**config.mk**
```make
export PLATFORM = sky130hd
export DESIGN_NAME = aes_round_sequencer
export DESIGN_NICKNAME = d
export VERILOG_FILES = /design/src/rtl/aes_round_sequencer.sv
export SDC_FILE = /design/constraint.sdc
export NUM_CORES = 1
export LEC_CHECK = 0
export BUFFER_PORTS_ARGS = -buffer_cell sky130_fd_sc_hd__buf_2
export CAP_MARGIN = 15
export CELL_PAD_IN_SITES_DETAIL_PLACEMENT = 0
export CELL_PAD_IN_SITES_GLOBAL_PLACEMENT = 1
export CORE_MARGIN = 1
export CORE_UTILIZATION = 25
export CTS_CLUSTER_SIZE = 25
export DETAILED_ROUTE_END_ITERATION = 16
export GPL_TIMING_DRIVEN = 0
export HOLD_SLACK_MARGIN = 0.03
export PLACE_DENSITY_LB_ADDON = 0.12
export SYNTH_ARGS = -nofsm -noshare
export SYNTH_HDL_FRONTEND = slang
export SYNTH_SLANG_ARGS = --single-unit
```
**constraint.sdc**
```tcl
create_clock -name clock -period 2 [get_ports clock]
set_clock_uncertainty 0.05 [all_clocks]
set_input_delay 0.4 -clock clock [delete_from_list [all_inputs] [get_ports clock]]
set_output_delay 0.4 -clock clock [all_outputs]
set_load 0.01 [all_outputs]
```
**src/rtl/aes_round_sequencer.sv**
```systemverilog
// Round-sequencing controller for the iterative AES datapath.
// Supports encrypt/decrypt per block, AES-128/192/256 round counts and
// ready/valid handshakes on both sides. Drives per-stage register enables
// and the round-key index for a shared round datapath and key schedule.
module aes_round_sequencer #(
  parameter int unsigned NR = 10
) (
  input  logic       clock,
  input  logic       reset_n,
  input  logic       in_valid,
  output logic       in_ready,
  input  logic       mode,
  input  logic       abort,
  output logic       out_valid,
  input  logic       out_ready,
  output logic       busy,
  output logic       mode_q,
  output logic [3:0] round,
  output logic [3:0] key_idx,
  output logic       is_last,
  output logic       en_init,
  output logic       en_sub,
  output logic       en_row,
  output logic       en_col,
  output logic       en_key,
  output logic       en_dout
);

  if (!(NR == 10 || NR == 12 || NR == 14)) begin : gen_bad_nr
    $error("aes_round_sequencer: NR must be 10, 12 or 14");
  end

  localparam logic [3:0] NrL = 4'(NR);

  typedef enum logic [2:0] {
    StIdle, StInit, StP1, StP2, StP3, StP4, StDout, StHold
  } state_e;

  state_e     state_q, state_d;
  logic [3:0] round_q, round_d;
  logic       mode_d;

  assign round   = round_q;
  assign is_last = (round_q == NrL);
  // Decrypt walks the key schedule backwards: INIT uses key NR, round r uses NR-r.
  assign key_idx = mode_q ? (NrL - round_q) : round_q;

  // State, round counter and latched mode registers.
  always_ff @(posedge clock or negedge reset_n) begin
    if (!reset_n) begin
      state_q <= StIdle;
      round_q <= '0;
      mode_q  <= 1'b0;
    end else begin
      state_q <= state_d;
      round_q <= round_d;
      mode_q  <= mode_d;
    end
  end

  // Next-state logic; abort overrides everything, including an accept.
  always_comb begin
    state_d = state_q;
    round_d = round_q;
    mode_d  = mode_q;
    if (abort) begin
      state_d = StIdle;
      round_d = '0;
    end else begin
      unique case (state_q)
        StIdle: begin
          if (in_valid) begin
            state_d = StInit;
            round_d = '0;
            mode_d  = mode;
          end
        end
        StInit: begin
          state_d = StP1;
          round_d = 4'd1;
        end
        StP1: state_d = StP2;
        // Encrypt's final round has no MixColumns.
        StP2: state_d = (!mode_q && is_last) ? StP4 : StP3;
        // Decrypt's final round has no InvMixColumns.
        StP3: state_d = (mode_q && is_last) ? StDout : StP4;
        StP4: begin
          if (!mode_q && is_last) begin
            state_d = StDout;
          end else begin
            state_d = StP1;
            round_d = round_q + 4'd1;
          end
        end
        StDout: state_d = StHold;
        StHold: begin
          if (out_ready) begin
            if (in_valid) begin
              state_d = StInit;
              round_d = '0;
              mode_d  = mode;
            end else begin
              state_d = StIdle;
            end
          end
        end
        default: state_d = StIdle;
      endcase
    end
  end

  // Handshake, status and datapath enables; enables are suppressed in an abort cycle.
  always_comb begin
    in_ready  = (state_q == StIdle) || ((state_q == StHold) && out_ready);
    out_valid = (state_q == StHold);
    busy      = (state_q != StIdle) && (state_q != StHold);
    en_init   = 1'b0;
    en_sub    = 1'b0;
    en_row    = 1'b0;
    en_col    = 1'b0;
    en_key    = 1'b0;
    en_dout   = 1'b0;
    if (!abort) begin
      unique case (state_q)
        StInit: begin
          en_init = 1'b1;
          en_key  = 1'b1;
        end
        StP1: begin
          if (mode_q) en_row = 1'b1;
          else        en_sub = 1'b1;
        end
        StP2: begin
          if (mode_q) en_sub = 1'b1;
          else        en_row = 1'b1;
        end
        StP3: begin
          if (mode_q) en_key = 1'b1;
          else        en_col = 1'b1;
        end
        StP4: begin
          if (mode_q) en_col = 1'b1;
          else        en_key = 1'b1;
        end
        StDout:  en_dout = 1'b1;
        default: ;
      endcase
    end
  end

endmodule

```
-- Word-level counts from Yosys, hierarchy flattened
Cells that the tools add are included.
- input bits: 6
- register bits after elaboration: 8
- multiplexer cells: 31
- add/sub/neg operators: 2
- bitwise operators: 1
- reductions and logical operators: 13
- eq/ne operators: 13
- operators with widths (cell ; count):
    3-bit one-hot mux with 8 select lines ; 1
    4-bit two-way mux ; 5
    4-bit one-hot mux with 4 select lines ; 1
    1-bit two-way mux ; 14
    3-bit equality test (second input constant) ; 4
    3-bit two-way mux ; 4
    3-bit inequality test (second input constant) ; 3
    1-bit one-hot mux with 2 select lines ; 4
    3-bit by 2-bit equality test with 1-bit output (second input constant) ; 2
    3-bit AND reduction ; 2
    5-bit nonzero test ; 1
    4-bit by 1-bit adder with 4-bit output (second input constant) ; 1
    4-bit equality test (second input constant) ; 1
    1-bit logical AND ; 4
    4-bit subtractor (first input constant) ; 1
    3-bit by 1-bit equality test with 1-bit output (second input constant) ; 1
    3-bit zero test ; 1
    3-bit by 2-bit inequality test with 1-bit output (second input constant) ; 1
    1-bit one-hot mux with 3 select lines ; 1
    3-bit nonzero test ; 1
    2-bit two-way mux ; 1
    2-bit by 1-bit inequality test with 1-bit output (second input constant) ; 1
    2-bit AND reduction ; 1
    2-bit nonzero test ; 1
    other kinds (3) ; 3

-- Depth between registers and ports, before layout
- depth in word-level cells: 5
- depth in mapped cells: 6
- depth with buffers taken out: 6

-- Least setup slack after synthesis
Ideal clock, no wire load.
- kind: register to output
- from: register mode_q
- to: output port en_sub
- path buffers: 1
- cell stages (with the launch flop): 4
- arrival: 1.198 ns
- setup slack: 0.352 ns
- required time: 1.550 ns
- path through: dfrtp_1 -> buf_2 -> xnor2_1 -> nor4b_1
- cells in the longest elaborated chain, start to end: 3
- elaborated cells on any way between the ends: 4
- RTL lines (item ; line ; RTL):
    start, declared ; 17 ; output logic mode_q,
    start signal, assigned ; 57 ; mode_q <= mode_d;
    1-bit two-way mux, on equally long branches ; 134, 130 ;
    1-bit one-hot mux with 2 select lines * ; 124 ; unique case (state_q)
    1-bit two-way mux * ; 123 ; if (!abort) begin
    end, declared ; 22 ; output logic en_sub,
Mark *: on every way between the ends. The rest lies on a longest branch, timed or not.

-- Final worst setup path
Ends and elaborated chain as after synthesis.

==> results.json <==
{
  "path_cells": "clkbuf_4 -> xnor2_2 -> nor4b_1 -> buf_2",
  "path_max_fanout": 10,
  "hold_viol_final": 0,
  "grt_usage_pct": 13.0,
  "whs_path_depth": 2,
  "yosys_warnings": 0,
  "cap_violations": 0,
  "insertion_delay_ns": 0.25,
  "grt_pass1_vias": 658,
  "coreArea_sq_um": 2730,
  "dieWidth_um": 55.6,
  "relSlewSlack_pct": 76.7,
  "slowest_delay_ns": 0.36,
  "reg2reg_depth": 5,
  "setup_violations": 0,
  "postCtsSetupBuffers": 0,
  "grt.overflow.total": 0,
  "p_leak_uw": 0.000473,
  "drtPass1Iterations": 4,
  "worstPathArrival_ns": 1.38,
  "netSwitchingFraction_pct": 35.2,
  "critPathCaptureType": "output pin",
  "final_cell_mix": "buf_2 (25), nand2_1 (7), nor2_1 (7), dfrtp_1 (7)",
  "critPathLaunchType": "register",
  "hold_ws_ns": 0.343,
  "antennaDiodeCount": 0,
  "reg2reg_slack_ns": 0.31,
  "synth_seq_cells": 8,
  "clockPowerShare_pct": 22.6,
  "die_h_um": 55.6,
  "initial_utilization_pct": 26.3,
  "synth_ff_type": "dfrtp_1",
  "h-tree-depth": 1,
  "synth_area_leaders": "dfrtp_1 (28%), ha_1 (5.2%), nor3_1 (4.2%), nand2_1 (3.7%), nor2_1 (3.7%)",
  "io_pins": 25,
  "rsz0062_at_grt": "no",
  "final_common_cell": "buf_2",
  "whs_endpoint": "mode_q$_DFFE_PN0P_",
  "drt-vias-per-instance": 4.97,
  "criticalPathCategory": "register to output pin",
  "max-vdd-ir-drop_mv": 0.302,
  "p_sw_uw": 194,
  "seq_area_frac_synth_pct": 27.8,
  "antenna_found_initial": 0,
  "synth.top_cell.area_share_pct": 27.8,
  "period_needed_ns": 1.83,
  "cts_buffer_depth": 2,
  "synthArstFlopShare_pct": 100,
  "period_share_pct": 91.5,
  "drtAntennaViolNets": 0,
  "avgSynthCellArea_sq_um": 8.56,
  "critPathRequiredTime_ns": 1.55,
  "nets": 122,
  "place_hpwl_um": 1370,
  "wirelength_um": 1880,
  "netlist_instances": 84,
  "grt_pass1_wl_um": 3130,
  "portBuffers": 23,
  "power.density_nw_per_um2": 602,
  "die_area_sq_um": 3100,
  "finalPower_uw": 552,
  "wl_per_cell_um": 13.2,
  "min_from": "mode",
  "synth-edff-count": 0,
  "syn_to_final_growth_pct": 27.5,
  "cts_tree": "built",
  "cts_root_buf": "clkbuf_4",
  "place_congestion": 0.759,
  "drt-initial-drc-count": 17,
  "fmax_ghz": 0.546,
  "clk_pin_slew_worst_paths_ns": 0.05,
  "hold_path_class": "input port to register",
  "seqPwrFrac_pct": 34.7,
  "rows": 19,
  "r2r_start": "round[1]$_DFFE_PN0P_",
  "yosysTopAreaCell": "dfrtp_1",
  "cts_sinks": 8,
  "cts_buffers": 3,
  "critPathSlowestCell": "dfrtp_1",
  "syn_area_sq_um": 719,
  "status": "complete, no violations",
  "slew_viol_final": 0,
  "finalSetupTns_ns": 0,
  "layout-drive-gt1-share_pct": 36.0,
  "power.internal_uw": 358,
  "drc": 0,
  "num_vias": 706,
  "tightest_slew_ns": 0.347,
  "p_comb_share_pct": 42.7,
  "grt_max_degree": 11,
  "r2r-end": "state_q[1]$_DFFE_PN0P_",
  "synth_cell_types": 40,
  "synth_nets": 93
}
==> sequential cells by signal, summed over array words and instances (netlist names) <==
name,cells
mode_q,1
round,4
state_q,3
==> through the flow <==
stage                     setup slack [ns]  instance area, sq um  cells  util, %
final                                0.169                   917    142     33.5
after floorplan                      0.352                   719     84        -
after detailed placement             0.284                   873    138     31.9
after global routing                0.0350                   917    142     33.5
after CTS                           0.0915                   906    142     33.1
after global placement               0.227                   873    138     31.9
==> critical path: cells and delay by family (launching register included) <==
family,cells,cell delay (ns)
buf+inv,2,0.37
xor+xnor,1,0.17
flops,1,0.36
simple gates,1,0.22
==> cells in the mapped netlist, types with 2 or more instances <==
cell,instances
dfrtp_1,8
nand2_1,7
nor2_1,7
inv_1,6
nor3_1,6
a21o_1,3
buf_2,3
ha_1,3
o21ai_0,3
xnor2_1,3
and3_1,2
buf_6,2
nand2b_1,2
nand3b_1,2
xor2_1,2
==> power by group through the flow <==
stage	Combinational (uW)	Clock (uW)	Sequential (uW)
finish	235	125	192
global route	261	141	195
CTS	229	130	191
detailed placement	226	0	194
global placement	228	0	194
floorplan	151	0	195
==> repair_timing <==
action	in CTS	in global routing
endpoints found under the setup margin	0	2
hold buffers	1	0
hold endpoints to repair	8	0
gates resized for setup	0	3
==> cell families after synthesis <==
logic type | share of synthesized area (%)
AOI/OAI and AO/OA | 19.7
adders and majority gates | 5.22
DFF | 27.8
buffers and inverters | 9.39
and+or+nand+nor | 29.7
xor gates and xnor gates | 6.09
muxes | 2.09
==> how the worst max path moves through the flow <==
stage,startpoint,endpoint,slack [ns]
floorplan,mode_q$_DFFE_PN0P_,en_sub,0.35
global placement,round[0]$_DFFE_PN0P_,state_q[1]$_DFFE_PN0P_,0.23
detailed placement,round[0]$_DFFE_PN0P_,state_q[1]$_DFFE_PN0P_,0.28
CTS,mode_q$_DFFE_PN0P_,en_sub,0.09
global route,mode_q$_DFFE_PN0P_,en_sub,0.03
finish,mode_q$_DFFE_PN0P_,en_sub,0.17
==> area by class of cell <==
cell class	count	area, sq um
Inverter	6	22.5
Tap cell	31	38.8
Clock buffer	3	22.5
Sequential cell	8	201
Multi-Input combinational cell	64	459
Fill cell	291	1820
Timing Repair Buffer	24	125
Buffer	6	47.5
==> per-layer routing <==
metal  routed length [um]  GRT usage [%]  vias up
li1                     -              -      355
met1                  935           17.7      327
met2                  829           19.4       20
met3                   90           3.02        4
met4                   24           6.43        0
met5                    0              0        -
Power figures use the tool's default switching activity.
